==> src/rtl/sin_voice_scheduler.sv <==
// rtl/sin_voice_scheduler.sv - time-multiplexed sine voice scheduler sharing one sine ROM
//
// Ports:
//   clk_i, rst_i      clock (rising edge) and asynchronous active-high reset
//   sample_tick_i     one-cycle pulse starting a round over all channels
//   mult_i, mult_en_i per-channel phase increment and its enable (disabled steps by 1)
//   level_i           per-channel unsigned 8-bit attenuation level
//   overrun_clr_i     clears the sticky overrun flag
//   rom_addr_o        address to the shared ROM (1-cycle read latency)
//   rom_data_i        signed ROM word for the address of the previous cycle
//   data_o            attenuated per-channel samples, updated together
//   valid_o           pulse in the cycle data_o has just been updated
//   busy_o            a round is in progress
//   overrun_o         sticky: a tick arrived while a round was in progress

module sin_voice_scheduler #(
  parameter int CHANNELS = 4,
  parameter int DWIDTH   = 16,
  parameter int RES      = 256,
  localparam int AW      = $clog2(RES)
) (
  input  logic                       clk_i,
  input  logic                       rst_i,
  input  logic                       sample_tick_i,
  input  logic [CHANNELS*AW-1:0]     mult_i,
  input  logic [CHANNELS-1:0]        mult_en_i,
  input  logic [CHANNELS*8-1:0]      level_i,
  input  logic                       overrun_clr_i,
  output logic [AW-1:0]              rom_addr_o,
  input  logic [DWIDTH-1:0]          rom_data_i,
  output logic [CHANNELS*DWIDTH-1:0] data_o,
  output logic                       valid_o,
  output logic                       busy_o,
  output logic                       overrun_o
);

  localparam int CW = (CHANNELS > 1) ? $clog2(CHANNELS) : 1;
  localparam int SW = AW + 2;
  localparam int PW = DWIDTH + 9;
  localparam logic [CW-1:0] LAST_CH = CW'(CHANNELS - 1);
  localparam logic [SW-1:0] RES_W   = SW'(RES);

  typedef enum logic [1:0] {IDLE, ADDR, DATA, DONE} state_t;

  state_t        state_q, state_d;
  logic [CW-1:0] ch_q, ch_d;

  logic [AW-1:0]            phase_q  [CHANNELS];
  logic signed [DWIDTH-1:0] shadow_q [CHANNELS];

  // Controls of the channel currently being served.
  logic [AW-1:0] mult_ch;
  logic [7:0]    level_ch;
  logic          en_ch;

  logic [AW-1:0] inc;
  logic [SW-1:0] sum_raw, sum_1;
  logic [AW-1:0] phase_next;

  logic signed [PW-1:0]     rom_ext, lvl_ext, prod, prod_sh;
  logic signed [DWIDTH-1:0] atten;
  logic                     unused_prod_bits;

  always_comb begin
    mult_ch  = mult_i[int'(ch_q)*AW +: AW];
    level_ch = level_i[int'(ch_q)*8 +: 8];
    en_ch    = mult_en_i[ch_q];
    inc      = en_ch ? mult_ch : AW'(1);
    // mult can reach 2^AW-1, which may exceed RES when RES is not a power of two,
    // so the sum can need up to two modulus corrections.
    sum_raw  = {2'b00, phase_q[ch_q]} + {2'b00, inc};
    sum_1    = (sum_raw >= RES_W) ? (sum_raw - RES_W) : sum_raw;
    phase_next = (sum_1 >= RES_W) ? AW'(sum_1 - RES_W) : AW'(sum_1);
  end

  // Signed sample times unsigned level; the shift is arithmetic, giving floor division.
  always_comb begin
    rom_ext = {{9{rom_data_i[DWIDTH-1]}}, rom_data_i};
    lvl_ext = {{(DWIDTH + 1){1'b0}}, level_ch};
    prod    = rom_ext * lvl_ext;
    prod_sh = prod >>> 8;
    atten   = prod_sh[DWIDTH-1:0];
  end

  assign unused_prod_bits = ^prod_sh[PW-1:DWIDTH];

  always_ff @(posedge clk_i or posedge rst_i) begin
    if (rst_i) begin
      state_q <= IDLE;
      ch_q    <= '0;
    end else begin
      state_q <= state_d;
      ch_q    <= ch_d;
    end
  end

  always_comb begin
    state_d = state_q;
    ch_d    = ch_q;
    case (state_q)
      IDLE: begin
        if (sample_tick_i) begin
          state_d = ADDR;
          ch_d    = '0;
        end
      end
      ADDR: state_d = DATA;
      DATA: begin
        if (ch_q == LAST_CH) begin
          state_d = DONE;
        end else begin
          state_d = ADDR;
          ch_d    = ch_q + CW'(1);
        end
      end
      DONE: begin
        if (sample_tick_i) begin
          state_d = ADDR;
          ch_d    = '0;
        end else begin
          state_d = IDLE;
        end
      end
      default: state_d = IDLE;
    endcase
  end

  assign valid_o = (state_q == DONE);
  assign busy_o  = (state_q == ADDR) || (state_q == DATA);

  always_ff @(posedge clk_i or posedge rst_i) begin
    if (rst_i) begin
      rom_addr_o <= '0;
      data_o     <= '0;
      overrun_o  <= 1'b0;
      for (int k = 0; k < CHANNELS; k++) begin
        phase_q[k]  <= '0;
        shadow_q[k] <= '0;
      end
    end else begin
      // The address is registered on entry to ADDR so it is stable for the whole
      // ADDR cycle and simply holds afterwards.
      if (state_d == ADDR) begin
        rom_addr_o <= phase_q[ch_d];
      end
      if (state_q == DATA) begin
        phase_q[ch_q]  <= phase_next;
        shadow_q[ch_q] <= atten;
        // The last channel's sample is still in flight, so it bypasses the shadow
        // to land in data_o together with the others.
        if (ch_q == LAST_CH) begin
          for (int k = 0; k < CHANNELS; k++) begin
            data_o[k*DWIDTH +: DWIDTH] <= (k == CHANNELS - 1) ? atten : shadow_q[k];
          end
        end
      end
      if (sample_tick_i && busy_o) begin
        overrun_o <= 1'b1;
      end else if (overrun_clr_i) begin
        overrun_o <= 1'b0;
      end
    end
  end

endmodule

==> config.mk <==
export PLATFORM = sky130hd
export DESIGN_NAME = sin_voice_scheduler
export DESIGN_NICKNAME = d
export VERILOG_FILES = /design/src/rtl/sin_voice_scheduler.sv
export SDC_FILE = /design/constraint.sdc
export NUM_CORES = 1
export LEC_CHECK = 0
export CORE_ASPECT_RATIO = 1.75
export CORE_MARGIN = 2
export CORE_UTILIZATION = 36
export DETAILED_ROUTE_END_ITERATION = 7
export GPL_TIMING_DRIVEN = 0
export PLACE_DENSITY = 0.6
export REMOVE_ABC_BUFFERS = 1
export SETUP_SLACK_MARGIN = 0.2
export SLEW_MARGIN = 40
export SYNTH_ARGS = -nofsm -noshare
export SYNTH_HDL_FRONTEND = slang
export SYNTH_SLANG_ARGS = --single-unit
export TNS_END_PERCENT = 10
==> constraint.sdc <==
create_clock -name clk_i -period 5.5 [get_ports clk_i]
set_clock_uncertainty 0.1 [all_clocks]
set_input_delay 0.825 -clock clk_i [delete_from_list [all_inputs] [get_ports clk_i]]
set_output_delay 0.825 -clock clk_i [all_outputs]
set_load 0.02 [all_outputs]
==> qor.csv <==
metric,value,unit
CTS tree,yes,
Startpoint Class,primary input,
Synth async-reset ratio,1.00,
first-pass GRT wire length,51900,um
max-slew violation count,0,
Pre-antenna DRT Iters,5,
Avg Synthesized Cell Area,9.30,um2
Max Cap Violations,0,
Tmin final,5.47,ns
Synth Warn #,0,
worst r2r src,ch_q[0]$_DFF_PP0_,
antenna violations before repair,0,
worst skew pair latency,0.44,ns
met1 Track Usage GR,0.202,
Post-DRT Antenna Nets,0,
Worst Tran Pin Value,0.819,ns
count of input and output buffers,162,
#FFs+latches synth,157,
GP Congestion,0.821,
"Period Utilization, post-route",0.994,
die height,243,um
DP HPWL,22000,um
"Net count, final",1707,
crit-path max FO,4,
GRT Overall Usage,0.191,
"non-filler cells, final",1878,
met3 Track Usage GR,0.0221,
RSZ-0062 raised after global routing,true,
Core Region,0.0321,mm2
CP endpoint kind,register,
Num CTS Buffers,17,
mapped cell area,0.0117,mm2
"Clk pin slew, worst setup/hold paths",0.07,ns
drt wl/cell,16.8,um
Netlist cell types,64,
Crit Path Category,in -> reg,
area of placed instances,0.0138,mm2
Most Crowded Layer GR,met2,
Util after Layout,0.492,
number of remaining DRC errors,0,
vias in the first global route,10200,
initial drt markers,319,
post-synthesis sequential area ratio,0.335,
main area contributors after synthesis,"dfrtp_1, fa_1, nand2_1, ha_1, inv_1",
starting density of the core,0.365,
"EDFF count, synth",0,
die area,0.0341,mm2
type of the tightest min-delay check,reg -> reg,
CP arrival,5.67,ns
DR vias,9394,
crit path launch,level_i[21],
DRT Wirelength,31500,um
share of the synthesized area in the top cell type,0.335,
setup violators final,0,
Sinks on Clock Net,157,
I/O Pins,163,
H-tree depth,4,
GR Overflow Total,0,
hold_buf cts,0,
clk root buf,clkbuf_16,
"Design Area, Final",0.0158,mm2
pin count of the biggest net entering global routing,74,
relative slew slack,0.453,
final count of hold timing violations,0,
run status,"complete, no violations",
Synth area leader,dfrtp_1,
row count,87,
Critical Path RT,5.70,ns
worst hold slack,0.368,ns
layout cells sized above 1,0.186,
hold_sp,shadow_q[62]$_DFFE_PP0P_,
Mapped Cells,1259,
Via density,5.00,
"reg-to-reg slack, setup",0.03,ns
dpl cells,1773,
clk buf depth,2,
Die W,140,um
Syn-to-layout area delta,34.9,%
ys flop type,dfrtp_1,
ANT cells,0,
max frequency,0.183,GHz
grt met2 use,0.364,
worst max-delay path, cell delays in order:
cell and delay [ns]:
clkdlybuf4s15_2 0.26, mux4_2 0.55, buf_12 0.17, and2_1 0.17, fa_1 0.48, ha_1 0.30, inv_1 0.06, fa_1 0.54
inv_2 0.04, fa_1 0.59, ha_4 0.23, buf_6 0.12, nand4_1 0.06, o221a_2 0.19, o31a_4 0.16, o21ai_4 0.09
o311ai_4 0.39, mux2i_4 0.34, o22ai_1 0.10
cell usage after synthesis (2+ instances only):
cell type	count
a21o_1	11
a21oi_2	6
a31oi_1	3
and3_1	9
nand2_1	324
o311ai_0	8
or2_2	2
a21oi_1	35
nor2_1	40
and2_1	66
dfrtp_1	157
mux2_2	10
xnor2_1	14
clkbuf_1	48
o21ai_4	2
inv_1	149
a211oi_1	13
o21ai_1	2
ha_1	54
o21ai_0	86
nand3_1	3
o22ai_1	4
nand2b_1	4
mux2i_1	18
buf_2	7
nand4_1	6
nor3_1	2
nor2b_1	9
buf_1	2
o21a_1	3
o21bai_1	2
xor2_1	8
fa_1	100
mux4_2	22
routing by layer:
| metal | wire [um] | part of all wire |
|---|---|---|
| met1 | 11700 | 0.37 |
| met2 | 17300 | 0.55 |
| met3 | 920 | 0.029 |
| met4 | 1590 | 0.050 |
| met5 | 0 | 0 |
state kept, by name, indices dropped and copies added (netlist names):
name / cells
rom_addr_o: 8
shadow_q: 48
state_q: 2
data_o: 64
phase_q: 32
overrun_o: 1
ch_q: 2
final timing paths:
check                                           end  cells after the start
hold / removal               data_o[14]$_DFFE_PP0P_                      2
hold reg to reg              data_o[14]$_DFFE_PP0P_                      2
min in group asynchronous    data_o[35]$_DFFE_PP0P_                      2
setup reg to reg           shadow_q[63]$_DFFE_PP0P_                     19
max in group asynchronous    data_o[40]$_DFFE_PP0P_                      4
setup / recovery           shadow_q[63]$_DFFE_PP0P_                     19
area by class of cell:
| type | count | area [um2] |
|---|---|---|
| clock inverter | 15 | 188 |
| clock buffer | 17 | 425 |
| timing repair buffer | 242 | 2470 |
| fill | 2908 | 16300 |
| inverter | 150 | 571 |
| tap | 400 | 500 |
| sequential | 157 | 3940 |
| multi-input combinational | 897 | 7710 |
kinds of logic after synthesis:
group | count (synthesis) | share of synthesized area
AOI/OAI and AO/OA | 189 | 0.102
xor gates and xnor gates | 22 | 0.0164
adders and majority gates | 154 | 0.229
buffers and inverters | 208 | 0.0680
DFF | 157 | 0.335
muxes | 52 | 0.0707
and+or+nand+nor | 477 | 0.179
cell usage in the layout (no fill, tap or decap), types with 5 or more instances in the layout:
cell	count
a21o_1	11
mux2i_1	18
and2_1	58
clkdlybuf4s50_1	129
xor2_1	5
a21oi_2	10
xnor2_1	9
buf_12	12
o21ai_0	77
mux2_2	10
inv_6	5
fa_1	92
and3_1	5
nand4_1	6
dlygate4sd2_1	27
nor2_1	37
a21oi_4	5
buf_6	14
o311ai_1	7
inv_8	6
mux4_2	24
ha_4	14
fa_2	8
clkbuf_16	17
ha_1	38
inv_2	11
a211oi_1	11
and3_4	5
inv_1	137
nand2_1	306
o21ai_1	7
nand2_2	11
and2_4	8
dfrtp_1	155
nand2_4	8
a21oi_1	26
buf_4	49
nor2b_1	8
stage by stage:
step,TNS [ns],setup WS [ns]
after global placement,-429.40,-2.24
after detailed placement,-57.76,-1.30
after global routing,-2.11,-0.142
after CTS,0,0.0568
final,0,0.0303
after floorplan,-32.09,-0.807
what timing repair did:
item,CTS,global route
setup endpoints to repair,64,60
setup buffers,64,6
resized for setup,167,39
pin swaps,74,47
gates cloned,3,0
Power is not shown: default switching activity piles up to over one toggle a cycle in this logic, so the estimate is an artifact.
==> variant 1, RTL diff (same flow settings) <==
The 4 states of `state_t` get a one-hot encoding in 4 bits.
--- a/src/rtl/sin_voice_scheduler.sv
+++ b/src/rtl/sin_voice_scheduler.sv
@@ -42,3 +42,3 @@
 
-  typedef enum logic [1:0] {IDLE, ADDR, DATA, DONE} state_t;
+  typedef enum logic [3:0] {IDLE = 4'b0001, ADDR = 4'b0010, DATA = 4'b0100, DONE = 4'b1000} state_t;
 
Check against the original RTL: no difference found for any inputs over 4 cycles, from zero or initial values and one cycle with rst_i high; so few cycles prove little.
==> variant 1 against the unedited design <==
The run now ends with negative setup slack left; worst hold slack about the same; sequential cell count increased by 2; worst setup slack got worse by 0.22 ns; first-iteration DRC count increased by 30%; area after synthesis increased by 1.4%; non-clock buffer count decreased by 27; final area decreased by 1.8%; routed wire length increased by 4.4%.
Power is left out: the tool's default activity adds up to more than one toggle a clock period on the data nets, which glitch-free logic cannot reach.
==> variant 1: results (changes against the unedited design) <==
* Largest net degree at the start of global routing at 81 (+9.5%)
* Clk slew on worst S/H paths at 0.06 ns
* Status: complete, but fails checks
* Fillers at 3072 (+5.6%)
* Vias per cell at 5.11 (+2.2%)
* Layout cells sized above 1 at 0.174 (-0.0119)
* Drt first pass iters at 4 (-1)
* GP Congestion at 0.919 (+12%)
* Slew Limit Headroom at 0.539 (+0.0865)
* Commonest register cell after synthesis: dfrtp_1
* Final setup TNS at -4.41 ns (-4.41 ns)
* Asr flop ratio synth at 1.00 (unchanged)
* Clk Tree Root Cell: clkbuf_16
* Final setup viols at 36 (+36)
* DP HPWL at 23700 um (+7.9%)
* Maximum level of the CTS H-tree at 4 (unchanged)
* Met3 wire len at 802 um (-13%)
* Gr usage total at 0.193 (+0.00239)
* Dominant cell type by area after synthesis: dfrtp_1
* Pre-CTS WS at -1.41 ns (-0.105 ns)
* Post-DP Area at 14000 um^2 (+1.1%)
* PostCTS Resize Cnt at 109 (-35%)
* Failing checks: negative setup slack
* Max Used Layer: met4
* Wire length per cell at 18.0 um (+7.2%)
* Nets at 1649 (-3.4%)
* Worst R2R Setup Slack at -0.17 ns (-0.20 ns)
* Iteration-0 DRC Markers at 415 (+30%)
* Number of global-route vias before repair at 9859 (-3.6%)
* Most area-consuming cells after synthesis: dfrtp_1 33%, fa_1 17%, nand2_1 10%, mux4_2 5.9%, ha_1 5.3%
* Cells after DPL at 1749 (-1.4%)
* M1 GR Usage at 0.199 (-0.00220)
* Count of cell types in the netlist at 64 (unchanged)
* Gr busiest metal: met2
* Clock Tree Buf Depth at 2 (unchanged)
* Top post-synthesis cells by count: 328 x nand2_1, 158 x dfrtp_1, 146 x inv_1
* Hold_ws at 0.367 ns (-0.000381 ns)
* Routing usage on met2 at 0.389 (+0.0249)
* Non-filler instance count after layout at 1829 (-2.6%)
* Setup Buffers After CTS at 41 (-36%)
* Met3 Use GR at 0.0188 (-0.00330)
* Yosys Warn Count at 0 (unchanged)
* First-pass GRT wire length at 52100 um (+0.46%)
* TritonCTS Buffers at 17 (unchanged)
* Synthesized instance count at 1230 (-2.3%)
* Fin worst setup slack at -0.186 ns (-0.217 ns)
* WL met2 at 19300 um (+11%)
* CP max FO at 8 (+4)
* Worst Path Arrival at 5.89 ns (+0.22 ns)
* Met1 wire length at 11600 um (-0.88%)
* Sequential fraction of the synthesis area at 0.335 (about the same)
==> variant 1: cell types whose count changed in the layout (fill, tap and decap cells not counted), moves of 11 or more <==
cell             change
dlygate4sd2_1       -11
nor2_1              -13
o31ai_1             +12
nand2_1             +17
nand3_1             +15
o21ai_0             -39
clkdlybuf4s50_1     +14
mux2i_1             -14
buf_4               -17
a21oi_1             -17
mux2_2              +26
==> variant 1: kinds of logic after synthesis <==
logic type,share of synthesized area
simple gates,0.190
buf+inv,0.0669
flops,0.335
fa+ha+maj,0.221
compound gates,0.0737
mux,0.101
xor+xnor,0.0125
==> variant 1: final cells by class <==
class / count / area, um^2 / share of cell area
inverter: 148 / 566 / 0.0364
tap: 405 / 507 / 0.0326
clock inverter: 13 / 104 / 0.00669
sequential: 159 / 3990 / 0.257
timing repair buffer: 215 / 2250 / 0.145
multi-input combinational: 870 / 7670 / 0.494
clock buffer: 19 / 443 / 0.0285
==> variant 1: path summary, 6_finish.rpt <==
| check | cells past startpoint | end | startpoint |
|---|---|---|---|
| min reg2reg | 2 | data_o[23] | shadow_q[39] |
| max reg2reg | 20 | shadow_q[28] | ch_q[0] |
| min | 2 | data_o[23] | shadow_q[39] |
| max | 19 | shadow_q[27] | level_i[24] |
| min in group asynchronous | 2 | overrun_o | rst_i |
| max in group asynchronous | 3 | ch_q[0] | rst_i |
==> variant 1: critical path, cell delays in order <==
cell	delay (ns)
clkdlybuf4s50_1	0.39
mux4_2	0.61
buf_4	0.21
nand2_1	0.07
fa_1	0.41
inv_1	0.08
fa_1	0.45
fa_1	0.50
inv_1	0.06
fa_1	0.52
inv_1	0.06
ha_4	0.33
nand2_1	0.08
o311a_4	0.41
and4_4	0.23
a21boi_4	0.16
buf_12	0.14
nor2_1	0.04
a311o_1	0.31
==> variant 2, RTL diff (same settings) <==
Without the edit above. Set the parameter `CHANNELS` to 8 (it was 4).
--- a/src/rtl/sin_voice_scheduler.sv
+++ b/src/rtl/sin_voice_scheduler.sv
@@ -16,3 +16,3 @@
 module sin_voice_scheduler #(
-  parameter int CHANNELS = 4,
+  parameter int CHANNELS = 8,
   parameter int DWIDTH   = 16,
Interface: changed (resized data_o, level_i, mult_en_i and mult_i); port bits go from 163 to 295. The function was not compared with the original's and may differ.
==> variant 2 against the unedited design <==
The run now ends with negative setup slack left; non-clock buffer count increased by 140; worst setup slack worse by 0.38 ns; sequential share of layout area up 7.3 points; final area grew 57%; core utilization hardly changed; sequential cell count increased by 161; area after synthesis grew 56%; routed wire length increased by 59%; largest cell class unchanged.
Power is not shown: default switching activity piles up to over one toggle a cycle in this logic, so the estimate is an artifact.
==> variant 2: results (changes against the unedited design) <==
* Status: complete, but fails checks
* Failing checks: negative setup slack
* Gr usage total at 0.191 (-0.000231)
* Iteration-0 DRC Markers at 539 (+69%)
* Final min period at 5.85 ns (+0.382 ns)
* Port Buf Inserts at 294 (+81%)
* Clock latency on the worst-skew pair at 0.57 ns (+0.13 ns)
* TritonCTS Buffers at 28 (+11)
* Clk slew on worst S/H paths at 0.07 ns (about the same)
* DP HPWL at 36200 um (+64%)
* Most area-consuming cells after synthesis: dfrtp_1 44%, fa_1 11%, mux2_2 8.2%, nand2_1 6.3%, mux4_2 5.7%
* CP max FO at 8 (+4)
* Yosys Warn Count at 0 (unchanged)
* Routing usage on met2 at 0.377 (+0.0124)
* Final setup TNS at -27.48 ns (-27.48 ns)
* Slew Limit Headroom at 0.474 (+0.0215)
* Clk Tree Root Cell: clkbuf_16
* Antenna violations before repair at 0 (unchanged)
* Nets at 2315 (+36%)
* Fillers at 4442 (+53%)
* First-pass GRT wire length at 78400 um (+51%)
* Ant diodes at 0 (unchanged)
* CORE AREA at 50300 um^2 (+57%)
* Worst Path Arrival at 6.18 ns (+0.51 ns)
* Top post-synthesis cells by count: 318 x dfrtp_1, 305 x nand2_1, 182 x o21ai_0
* Sequential fraction of the synthesis area at 0.436 (+0.101)
* Drt first pass iters at 4 (-1)
* Number of global-route vias before repair at 14200 (+39%)
* Maximum level of the CTS H-tree at 1 (-3)
* Met3 Use GR at 0.0155 (-0.00659)
* Biggest regs: data_o (128), shadow_q (112), phase_q (64)
* Count of cell types in the netlist at 61 (-4.7%)
* Asr flop ratio synth at 1.00 (unchanged)
* HP Class: reg2reg
* Clock Tree Buf Depth at 3 (+1)
* Wire length per cell at 18.7 um (+11%)
* Vias per cell at 4.99 (-0.24%)
* Final setup viols at 113 (+113)
* Commonest register cell after synthesis: dfrtp_1
* GP Congestion at 0.800 (-2.5%)
* Largest net degree at the start of global routing at 81 (+9.5%)
* M1 GR Usage at 0.204 (+0.00278)
* Fin worst setup slack at -0.352 ns (-0.382 ns)
* Layout cells sized above 1 at 0.223 (+0.0367)
## variant 2: changes by cell type in the layout (fill, tap and decap cells not counted), sizes merged, moves of 12 or more
| cell | change |
|---|---|
| clkdlybuf4s50 | +165 |
| clkbuf | +21 |
| and2 | -35 |
| nand2 | -20 |
| mux4 | +24 |
| dfrtp | +161 |
| dlygate4sd2 | -27 |
| nor2b | +28 |
| nand3 | +12 |
| a21oi | -18 |
| o21ai | +97 |
| mux2 | +127 |
## variant 2: per-layer routing
layer | share of wire | vias up
li1 | - | 6279
met1 | 0.36 | 6710
met2 | 0.57 | 323
met3 | 0.033 | 92
met4 | 0.042 | 0
met5 | 0 | -
## variant 2: layout make-up
type | count | share of cell area
clock buffer | 38 | 0.0310
clock inverter | 8 | 0.00541
inverter | 148 | 0.0227
multi-input combinational | 1126 | 0.419
sequential | 318 | 0.322
tap | 666 | 0.0337
timing repair buffer | 382 | 0.166
## variant 2: final timing paths
check                               end         start  slack, ns  depth (start not counted)
max                        shadow_q[63]       ch_q[0]      -0.35                         21
min                        shadow_q[79]  shadow_q[79]       0.37                          2
max reg2reg                shadow_q[63]       ch_q[0]      -0.35                         21
min reg2reg                shadow_q[79]  shadow_q[79]       0.37                          2
max in group asynchronous    data_o[38]         rst_i       3.66                          4
min in group asynchronous    data_o[40]         rst_i       0.57                          2
## variant 2: what timing repair did
item,in CTS,in global routing
cloned,5,1
buffers inserted,47,15
pin swaps,51,63
gates resized for setup,118,99
endpoints found under the setup margin,128,128
## variant 2: logic make-up (layout without fill, tap and decap cells)
kind of cell	count (synthesis)	count (layout)	share of synthesized area
DFF	318	318	0.436
and+or+nand+nor	465	465	0.111
AOI/OAI and AO/OA	284	284	0.0916
adders and majority gates	155	155	0.148
muxes	192	196	0.150
xor gates and xnor gates	26	26	0.0129
buffers and inverters	237	576	0.0500
## variant 2: stage by stage
stage	cells	cell area, um^2	hold WS (ns)	setup WS [ns]
global route	2686	24800	0.397	-0.516
floorplan	1588	17900	0.345	-4.22
finish	2686	24800	0.371	-0.352
detailed placement	2572	22300	0.363	-1.70
global placement	2548	21700	0.356	-7.80
CTS	2670	24300	0.377	-0.359
## variant 2: critical path: stages (launching register included)
cell	delay (ns)
dfrtp_4	0.49
buf_12	0.15
buf_16	0.14
mux4_2	0.46
mux2_4	0.37
buf_6	0.15
and2_4	0.15
fa_1	0.43
ha_1	0.28
inv_1	0.05
fa_1	0.55
inv_2	0.04
fa_1	0.59
ha_4	0.23
buf_4	0.14
a21oi_4	0.19
a21boi_4	0.11
buf_6	0.14
o211a_4	0.24
o2111ai_4	0.23
and4_4	0.40
o31ai_4	0.08
